## config.mk

```make
export PLATFORM = sky130hd
export DESIGN_NAME = seg_scan_driver
export DESIGN_NICKNAME = d
export VERILOG_FILES = /design/src/rtl/seg_scan_driver.sv
export SDC_FILE = /design/constraint.sdc
export NUM_CORES = 1
export LEC_CHECK = 0
export BUFFER_PORTS_ARGS = -buffer_cell sky130_fd_sc_hd__buf_2
export CORE_MARGIN = 2
export CORE_UTILIZATION = 40
export CTS_BUF_LIST = sky130_fd_sc_hd__clkbuf_8 sky130_fd_sc_hd__clkbuf_16
export DETAILED_ROUTE_END_ITERATION = 12
export GPL_TIMING_DRIVEN = 0
export PLACE_DENSITY = 0.57
export SLEW_MARGIN = 15
export SYNTH_ARGS = -nofsm -noshare
export SYNTH_HDL_FRONTEND = slang
export SYNTH_SLANG_ARGS = --single-unit
```

## constraint.sdc

```tcl
create_clock -name CLK -period 8.5 [get_ports CLK]
set_input_delay 0.425 -clock CLK [delete_from_list [all_inputs] [get_ports CLK]]
set_output_delay 0.425 -clock CLK [all_outputs]
set_load 0.05 [all_outputs]
```

## src/rtl/seg_scan_driver.sv

```systemverilog
// Four-digit multiplexed seven-segment scanner with frame-synchronous double-buffered loads.
// Digits scan LSD first; segments and selects are active-low and registered.
module seg_scan_driver #(
  parameter int REFRESH_DIV = 50000,
  parameter int CNT_W       = 16
) (
  input  logic        CLK,
  input  logic        RST,
  input  logic [15:0] Value,
  input  logic        Load,
  input  logic [3:0]  Dp,
  input  logic        Blank_lz,
  output logic [7:0]  Dis,
  output logic [3:0]  Cs,
  output logic        Frame
);

  localparam logic [CNT_W-1:0] CNT_LAST = CNT_W'(REFRESH_DIV - 1);

  logic [CNT_W-1:0] cnt;
  logic [1:0]       idx;
  logic [1:0]       idx_nxt;
  logic [15:0]      pend;
  logic             pend_v;
  logic [15:0]      disp;
  logic [15:0]      disp_nxt;
  logic             digit_edge;
  logic             frame_edge;
  logic [3:0]       nib_nxt;
  logic             blank_nxt;
  logic [7:0]       dis_nxt;

  function automatic logic [6:0] seg7(input logic [3:0] h);
    logic [6:0] s;
    case (h)
      4'h0: s = 7'h40;
      4'h1: s = 7'h79;
      4'h2: s = 7'h24;
      4'h3: s = 7'h30;
      4'h4: s = 7'h19;
      4'h5: s = 7'h12;
      4'h6: s = 7'h02;
      4'h7: s = 7'h78;
      4'h8: s = 7'h00;
      4'h9: s = 7'h10;
      4'hA: s = 7'h08;
      4'hB: s = 7'h03;
      4'hC: s = 7'h46;
      4'hD: s = 7'h21;
      4'hE: s = 7'h06;
      default: s = 7'h0E;
    endcase
    return s;
  endfunction

  // Outputs are computed from next-state idx/disp so they change on the same edge as idx.
  always_comb begin
    digit_edge = (cnt == CNT_LAST);
    frame_edge = digit_edge && (idx == 2'd3);
    idx_nxt    = digit_edge ? idx + 2'd1 : idx;
    disp_nxt   = disp;
    if (frame_edge) begin
      if (Load)        disp_nxt = Value;
      else if (pend_v) disp_nxt = pend;
    end
    nib_nxt   = disp_nxt[{idx_nxt, 2'b00} +: 4];
    blank_nxt = 1'b0;
    case (idx_nxt)
      2'd1:    blank_nxt = Blank_lz && (disp_nxt[15:4] == 12'h000);
      2'd2:    blank_nxt = Blank_lz && (disp_nxt[15:8] == 8'h00);
      2'd3:    blank_nxt = Blank_lz && (disp_nxt[15:12] == 4'h0);
      default: blank_nxt = 1'b0;
    endcase
    dis_nxt = {~Dp[idx_nxt], blank_nxt ? 7'h7F : seg7(nib_nxt)};
  end

  always_ff @(posedge CLK) begin
    if (!RST) begin
      cnt    <= '0;
      idx    <= 2'd0;
      pend   <= 16'h0000;
      pend_v <= 1'b0;
      disp   <= 16'h0000;
      Cs     <= 4'b1110;
      Dis    <= 8'hC0;
      Frame  <= 1'b0;
    end else begin
      cnt   <= digit_edge ? '0 : cnt + CNT_W'(1);
      idx   <= idx_nxt;
      disp  <= disp_nxt;
      Frame <= frame_edge;
      if (frame_edge) begin
        pend_v <= 1'b0;
      end else if (Load) begin
        pend   <= Value;
        pend_v <= 1'b1;
      end
      if (digit_edge) begin
        Cs  <= ~(4'b0001 << idx_nxt);
        Dis <= dis_nxt;
      end
    end
  end

endmodule
```

# After elaboration in Yosys (flattened, before gate mapping)
# Memory sizes are Yosys's and may differ from the RTL's.
# Cells that the tools add are included.
[word_totals] elab_cells=41 register_bits=64 mem_count=1 mem_bits_ro=112 input_bits=24
[classes] bitwise=4 shifts=2 mux=8 n_reduce_logical=10 add_sub_neg=2 magnitude_cmp=1 eq_ne=5
[mem_list] name="(name not given)" depth=16 word_bits=7 rd=1 rd_clocked_by_memory_dff=0 wr=0 line_no="35" source="case (h)"
[ops] op="two-way mux 16 bit" n=3
[ops] op="adder 16 x 1 -> 16 bit (second input constant)" n=1
[ops] op="== test 16 bit (second input constant)" n=1
[ops] op="variable part select 16 x 5 -> 4 bit" n=1
[ops] op="logical NOT 12 bit" n=1
[ops] op="logical NOT 8 bit" n=1
[ops] op="two-way mux 7 bit" n=1
[ops] op="== test 2 bit (second input constant)" n=3
[ops] op="logical AND 1 bit" n=4
[ops] op="logical NOT 4 bit" n=1
[ops] op="inverter 4 bit" n=1
[ops] op="OR reduction 2 bit" n=2
[ops] op="left shift 1 x 2 -> 4 bit (first input constant)" n=1
[ops] op="< comparator 2 x 3 -> 1 bit (second input constant)" n=1
[ops] op="inverter 1 bit" n=3
[ops] op="case mux 1 bit (3 select lines)" n=1
[ops] op="adder 2 x 1 -> 2 bit (second input constant)" n=1
[ops] op="binary-select mux 1 bit (select 2 bit)" n=1
[ops] op="== test 2 x 1 -> 1 bit (second input constant)" n=1
[ops] op="two-way mux 2 bit" n=1
[ops] op="AND reduction 2 bit" n=1
[ops] op="two-way mux 1 bit" n=1

# Longest topological paths before layout
# Gate-level depths: netlist (run 1).
[logic_depth] ltp_word=7 depth_mapped=15

# Least setup slack after synthesis (run 1)
# Ideal clock, no wire load.
[synth_timing] kind="reg2reg" startpoint="register cnt[12]" endpoint="register Dis[4]" required_ns=8.374 stages_incl_launch_ff=13 slack_ns=5.514 arrival_ns=2.860 setup_ns=0.126 path_cell_list="dfxtp_1 or4_4 nor4_4 mux2i_1 buf_2 nand2_1 o2bb2ai_1 a221o_1 inv_1 ha_1 mux2_2 o21ai_1 a21oi_1"
[synth_via] elab_chain_len=7
[synth_lines] element="start, declared" line_no="20" source="logic [CNT_W-1:0] cnt;"
[synth_lines] element="start signal, assigned" line_no="88" source="cnt <= digit_edge ? '0 : cnt + CNT_W'(1);"
[synth_lines] element="== test 16 bit *" line_no="58" source="digit_edge = (cnt == CNT_LAST);"
[synth_lines] element="parallel branches: the longest is 6 deep, another holds memory read (16 x 7 bit)"
[synth_lines] element="end signal, assigned" line_no="100" source="Dis <= dis_nxt;"
[synth_lines] element="end, declared" line_no="13" source="output logic [7:0] Dis,"
# Every way passes the cells marked *.
# A chain may end at the register's enable or synchronous reset.

# Final worst setup path (run 1)
[layout_timing] startpoint="register cnt[12]" endpoint="register Dis[5]"
# Same word-level chain as after synthesis.

==> flow_metrics.py, run 1 <==
metrics = {
    "run_status": {
        "status": "finished, final reports clean",
    },
    "drt": {
        "drc": 0,
        "routed_wl_um": 8140,
        "first_iter_violations": 111,
        "ant_nets": 0,
        "route.vias.total": 2880,
        "vias_per_cell": 5.35,
        "dr_wl_met2_um": 3630,
        "wire_per_inst_um": 15.1,
        "topRoutingLayerUsed": "met4",
        "wl_met3_um": 336,
        "met1_length_um": 4060,
        "firstDrtPassIters": 4,
    },
    "sta": {
        "fmax_mhz": 295,
        "worst_slew_pin_slew_ns": 0.964,
        "whs_ns": 0.325,
        "relSlewSlack": 0.351,
        "final-hold-violation-count": 0,
        "drv_slew": 0,
        "layout_setup_ws_ns": 5.12,
        "setup_violations": 0,
        "period_needed_ns": 3.38,
        "rsz0062_at_grt": "false",
        "setup_tns_ns": 0,
        "skew_ns": 0.0125,
        "finalCritPeriodShare": 0.398,
    },
    "cts": {
        "clk_pin_slew_worst_paths_ns": 0.08,
        "numCtsBuffers": 9,
        "ctsRootBufferMaster": "clkbuf_8",
        "postCtsHoldBufs": 0,
        "clk_latency_ns": 0.36,
        "cts.sinks": 64,
        "cts_setup_buffers": 0,
        "cts.repair.resized": 0,
        "cts_tree": "done",
        "clock_path_buffers": 2,
        "cts_max_level": 3,
    },
    "pwr": {
        "p_comb_frac": 0.053,
        "peakVddDrop_v": 0.0000658,
        "p_leak_nw": 1.55,
        "pwr_density_cell_nw_per_um2": 161,
        "clockPowerShare": 0.437,
        "p_seq_frac": 0.510,
        "p_sw_w": 0.000148,
        "p_sw_frac": 0.243,
        "p_int_w": 0.000459,
    },
    "placement": {
        "gp_congestion": 0.858,
        "place_ws_ns": 5.11,
        "place.port_buffers": 36,
        "placed_area_sq_um": 3570,
        "dp_hpwl_um": 5820,
    },
    "floorplan": {
        "die_area_sq_um": 8900,
        "fp-row-count": 32,
        "ioPinCount": 37,
        "start_util": 0.418,
        "die_h_um": 94.3,
        "dieWidth_um": 94.3,
        "coreArea_sq_um": 7810,
    },
    "min_path": {
        "min_to": "pend[5]",
        "hold_depth": 3,
        "hp-start": "Value[5]",
        "min-delay-path-class": "in2reg",
    },
    "logic_synthesis": {
        "synthAdderAreaFrac": 0.0268,
        "netlist_instances": 384,
        "synth_area_leaders": "dfxtp_1 (39%), nand2_1 (7.1%), nand3_1 (4.6%)",
        "synthArstFlopShare": 0,
        "yosysUniqueCellTypes": 58,
        "syn_area_per_cell_sq_um": 8.50,
        "yosysWarningCount": 0,
        "synth.most_common_cell": "dfxtp_1",
        "synthMuxAreaShare": 0.0345,
        "synth_top_area_cell": "dfxtp_1",
        "synth_top_flop_cell": "dfxtp_1",
        "synth_top_family_by_area": "simple AND/OR/NAND/NOR gates",
        "synth_area_sq_um": 3260,
        "synth_compound_area_frac": 0.187,
        "yosysSeqAreaShare": 0.393,
        "netlist_top_cells_count": "dfxtp_1 (64), nand2_1 (62), nand3_1 (30)",
        "synth-simple-area-share": 0.277,
        "yosysTopAreaCellShare": 0.393,
        "synth-edff-count": 0,
        "synth-seq-cells": 64,
        "synth_xor_area_frac": 0.0403,
        "synth_nets": 415,
    },
    "critical_path": {
        "crit_path_top_delay_cell": "or4_4",
        "cpPeakStageDelay_ns": 0.59,
        "reg2reg_depth": 14,
        "end_kind": "register",
        "startpoint_type": "register",
        "reg2reg_to": "Dis[5]",
        "worstPathArrival_ns": 3.64,
        "cp.required_ns": 8.76,
        "r2r_slack_ns": 5.12,
        "crit_type": "reg2reg",
        "r2r-start": "cnt[12]",
        "cp_cell_sequence": "or4_4 > nor4_2 > buf_4 > buf_6 > mux2i_1 > nor2_1 > o2bb2ai_1 > a221o_1 > inv_1 > ha_1 > inv_1 > mux2i_1 > o221ai_1 > o211a_1",
        "worstPathMaxFanout": 10,
    },
    "global_route": {
        "track_usage": 0.199,
        "grt_start_max_net_pins": 12,
        "grt_pass1_vias": 2709,
        "grt_overflow": 0,
        "antenna_found_initial": 0,
        "grt_pass1_wl_um": 13500,
    },
    "final_layout": {
        "num-nets-final": 462,
        "drive_gt1_frac": 0.172,
        "area_growth_pct": 15.5,
        "diodes": 0,
        "postLayoutCoreUtil": 0.483,
        "design_area_sq_um": 3770,
        "n_fill_cell": 799,
    },
    "job": {
        "cap_violations": 0,
    },
}
-- critical path, delay by kind of cell (launching register included) --
kind,cells,cell delay [ns]
simple gates,3,1.13
compound gates,4,0.76
buf+inv,4,0.62
flops,1,0.34
mux,2,0.23
fa+ha+maj,1,0.19
-- registers in the layout, indices dropped and copies added, names as in the netlist --
register	count
cnt	16
disp	16
pend	16
Dis	8
Cs	4
idx	2
Frame	1
pend_v	1
-- through the flow --
step                      power (W)  instances
final                      0.000607        538
after CTS                  0.000612        538
after global routing       0.000633        538
after global placement     0.000348        522
after detailed placement   0.000349        522
after floorplan            0.000333        384
-- per-layer routing --
layer | global-route usage | up-vias
met4 | 0.0761 | 0
li1 | - | 1458
met3 | 0.0441 | 9
met2 | 0.311 | 57
met5 | 0 | -
met1 | 0.269 | 1356
-- worst max-delay path by stage --
stage / startpoint / cells after the start / end
after global placement: cnt[12] / 12 / Dis[3]
after detailed placement: cnt[12] / 12 / Dis[3]
final: cnt[12] / 14 / Dis[5]
after floorplan: cnt[12] / 12 / Dis[4]
after global routing: cnt[12] / 13 / Dis[5]
after CTS: cnt[12] / 14 / Dis[5]
-- power groups by stage --
stage | combinational (W) | clock, W | sequential (W)
after CTS | 0.0000328 | 0.000270 | 0.000309
after global placement | 0.0000320 | 0 | 0.000316
after detailed placement | 0.0000327 | 0 | 0.000316
after global routing | 0.0000366 | 0.000286 | 0.000310
after floorplan | 0.0000177 | 0 | 0.000315
final | 0.0000324 | 0.000265 | 0.000309
-- cells by family (layout without fill, tap and decap cells) --
group	count (synthesis)	count (layout)
compound gates	82	82
mux	11	11
xor+xnor	15	15
simple gates	176	176
fa+ha+maj	7	7
buf+inv	29	81
flops	64	64
-- layout make-up --
type                       instances  area [sq um]  share of cell area
inverter                           6          22.5             0.00598
tap                              102           128              0.0339
buffer                            23           114              0.0302
clock inverter                     6          60.1              0.0159
clock buffer                      10           138              0.0365
multi-input combinational        291          1850               0.490
timing repair buffer              36           180              0.0478
sequential                        64          1280               0.340
-- cells in the final DEF, fill, tap and decap left out, types with 9 or more instances in the layout --
cell type,n
dfxtp_1,64
nand2_1,62
buf_2,40
nand3_1,30
nor2_1,23
and2_1,17
a21boi_0,17
a32oi_1,14
clkbuf_1,13
nor2b_1,13
o21ai_0,13
xor2_1,10
clkbuf_8,10
mux2i_1,9
Note: power is estimated with default switching activity, not from simulation.
==> run 2: changes to the inputs <==
--- a/config.mk
+++ b/config.mk
@@ -11,7 +11,7 @@
 export CTS_BUF_LIST = sky130_fd_sc_hd__clkbuf_8 sky130_fd_sc_hd__clkbuf_16
 export DETAILED_ROUTE_END_ITERATION = 12
 export GPL_TIMING_DRIVEN = 0
-export PLACE_DENSITY = 0.57
+export PLACE_DENSITY = 0.59
 export SLEW_MARGIN = 15
 export SYNTH_ARGS = -nofsm -noshare
 export SYNTH_HDL_FRONTEND = slang
==> constraint.sdc (replaced) <==
create_clock -name CLK -period 2.85 [get_ports CLK]
set_input_delay 0.1425 -clock CLK [delete_from_list [all_inputs] [get_ports CLK]]
set_output_delay 0.1425 -clock CLK [all_outputs]
set_load 0.05 [all_outputs]
==> run 2 against run 1 <==
  * Worst setup slack got worse by 5.4 ns
  * The run now ends with negative setup slack left
  * Sequential power rose to 3.0 times the previous value
  * Utilization rose by 6.3 points
  * Cell area rose by 13%
  * Clock skew fell by 0.0041 ns
  * Register-to-register slack got worse by 5.4 ns
  * Clock power rose to 3.0 times the previous value
  * Non-clock buffer count rose by 28
  * Combinational power rose to 3.0 times the previous value
  * Final cell count rose by 5.2%
  * Count of clock-buffer cells in the layout rose by 1
  * Flip-flop and latch count did not move
==> flow_metrics.py, run 2 (synthesis gave the netlist of run 1 again) <==
metrics = {
    "run_status": {
        "status": "finished, violations left",
        "violations": "negative setup slack",
    },
    "cts": {
        "cts_max_level": 3,
        "clk_latency_ns": 0.34,
        "clock_path_buffers": 2,
        "postCtsHoldBufs": 0,
        "cts.sinks": 64,
        "clk_pin_slew_worst_paths_ns": 0.07,
        "ctsRootBufferMaster": "clkbuf_8",
        "numCtsBuffers": 9,
        "cts_tree": "done",
    },
    "placement": {
        "placed_area_sq_um": 3590,
        "place.port_buffers": 36,
        "place_ws_ns": -0.481,
        "dp_hpwl_um": 5880,
        "gp_congestion": 0.869,
    },
    "critical_path": {
        "startpoint_type": "register",
        "cp.required_ns": 3.08,
        "crit_type": "reg2reg",
        "end_kind": "register",
        "worstPathMaxFanout": 5,
        "worstPathArrival_ns": 3.38,
    },
    "final_layout": {
        "num-nets-final": 490,
        "final_cell_mix": "dfxtp_1 (61), nand2_1 (59), buf_2 (37)",
        "design_area_sq_um": 4260,
        "n_fill_cell": 739,
        "top_regs": "cnt: 16 flops, disp: 16 flops, pend: 16 flops",
        "area_growth_pct": 30.5,
        "postLayoutCoreUtil": 0.545,
        "drive_gt1_frac": 0.300,
        "final_common_cell": "dfxtp_1",
        "diodes": 0,
    },
    "floorplan": {
        "coreArea_sq_um": 7810,
        "start_util": 0.418,
        "ioPinCount": 37,
        "fp-row-count": 32,
        "dieWidth_um": 94.3,
        "die_h_um": 94.3,
        "die_area_sq_um": 8900,
    },
    "sta": {
        "worst_slew_pin_slew_ns": 0.929,
        "final-hold-violation-count": 0,
        "skew_ns": 0.00848,
        "period_needed_ns": 3.15,
        "setup_tns_ns": -1.61,
        "rsz0062_at_grt": "true",
        "relSlewSlack": 0.375,
        "layout_setup_ws_ns": -0.297,
        "setup_violations": 7,
        "drv_slew": 0,
        "fmax_mhz": 318,
        "finalCritPeriodShare": 1.10,
    },
    "global_route": {
        "grt_pass1_vias": 3004,
        "grt_pass1_wl_um": 14700,
        "grt_overflow": 0,
        "track_usage": 0.215,
        "antenna_found_initial": 0,
        "grt_start_max_net_pins": 11,
    },
    "drt": {
        "route.vias.total": 3013,
        "dr_wl_met2_um": 4100,
        "met1_length_um": 4160,
        "wl_met3_um": 433,
        "drc": 0,
        "wire_per_inst_um": 15.6,
        "topRoutingLayerUsed": "met4",
        "ant_nets": 0,
        "firstDrtPassIters": 4,
        "vias_per_cell": 5.32,
        "first_iter_violations": 104,
        "routed_wl_um": 8840,
    },
    "pwr": {
        "power.total_w": 0.00181,
        "p_leak_nw": 1.78,
        "pwr_density_cell_nw_per_um2": 426,
        "peakVddDrop_v": 0.000229,
    },
    "min_path": {
        "min-delay-path-class": "in2reg",
    },
    "job": {
        "cap_violations": 0,
    },
}
## run 2: report_power, final
group           total, W  internal [W]  switching [W]
clock           0.000793      0.000443       0.000351
combinational  0.0000982     0.0000363      0.0000618
sequential      0.000922      0.000911      0.0000114
total            0.00181       0.00139       0.000424
## run 2: layout make-up
cell class | instances | area (sq um) | area share
buffer | 22 | 148 | 0.0347
clock buffer | 11 | 151 | 0.0356
clock inverter | 5 | 47.5 | 0.0112
inverter | 6 | 27.5 | 0.00646
multi-input combinational | 291 | 2060 | 0.484
sequential | 64 | 1280 | 0.302
tap | 102 | 128 | 0.0300
timing repair buffer | 65 | 410 | 0.0964
## run 2: through the flow
stage | hold slack (ns) | std cells
finish | 0.0526 | 566
global route | 0.0676 | 566
CTS | 0.0480 | 566
detailed placement | 0.416 | 522
global placement | 0.406 | 522
floorplan | 0.287 | 384
## run 2: path summary, 6_finish.rpt
check | from | to | slack (ns) | depth (start not counted)
setup / recovery | cnt[13] | Dis[3] | -0.30 | 12
hold / removal | Value[0] | pend[0] | 0.05 | 3
setup reg to reg | cnt[13] | Dis[3] | -0.30 | 12
hold reg to reg | cnt[0] | cnt[0] | 0.44 | 1
## run 2: timing repair
| item | CTS | global route |
|---|---|---|
| pin swaps | 26 | 8 |
| resized for setup | 47 | 15 |
| buffers inserted | 28 | 1 |
| endpoints found under the setup margin | 7 | 17 |
## run 2: routing by layer
| layer | track usage | vias up |
|---|---|---|
| li1 | - | 1513 |
| met1 | 0.282 | 1423 |
| met2 | 0.345 | 64 |
| met3 | 0.0506 | 13 |
| met4 | 0.0785 | 0 |
| met5 | 0 | - |
## run 2: critical path, cell delays in order, from the launching register on
cell       delay (ns)
dfxtp_2          0.33
or4_4            0.59
nor4_4           0.36
mux2i_2          0.37
buf_6            0.17
nand2_2          0.08
o2bb2ai_2        0.16
a221o_2          0.25
inv_4            0.08
ha_4             0.17
mux2_4           0.26
mux2i_1          0.14
a21oi_1          0.08
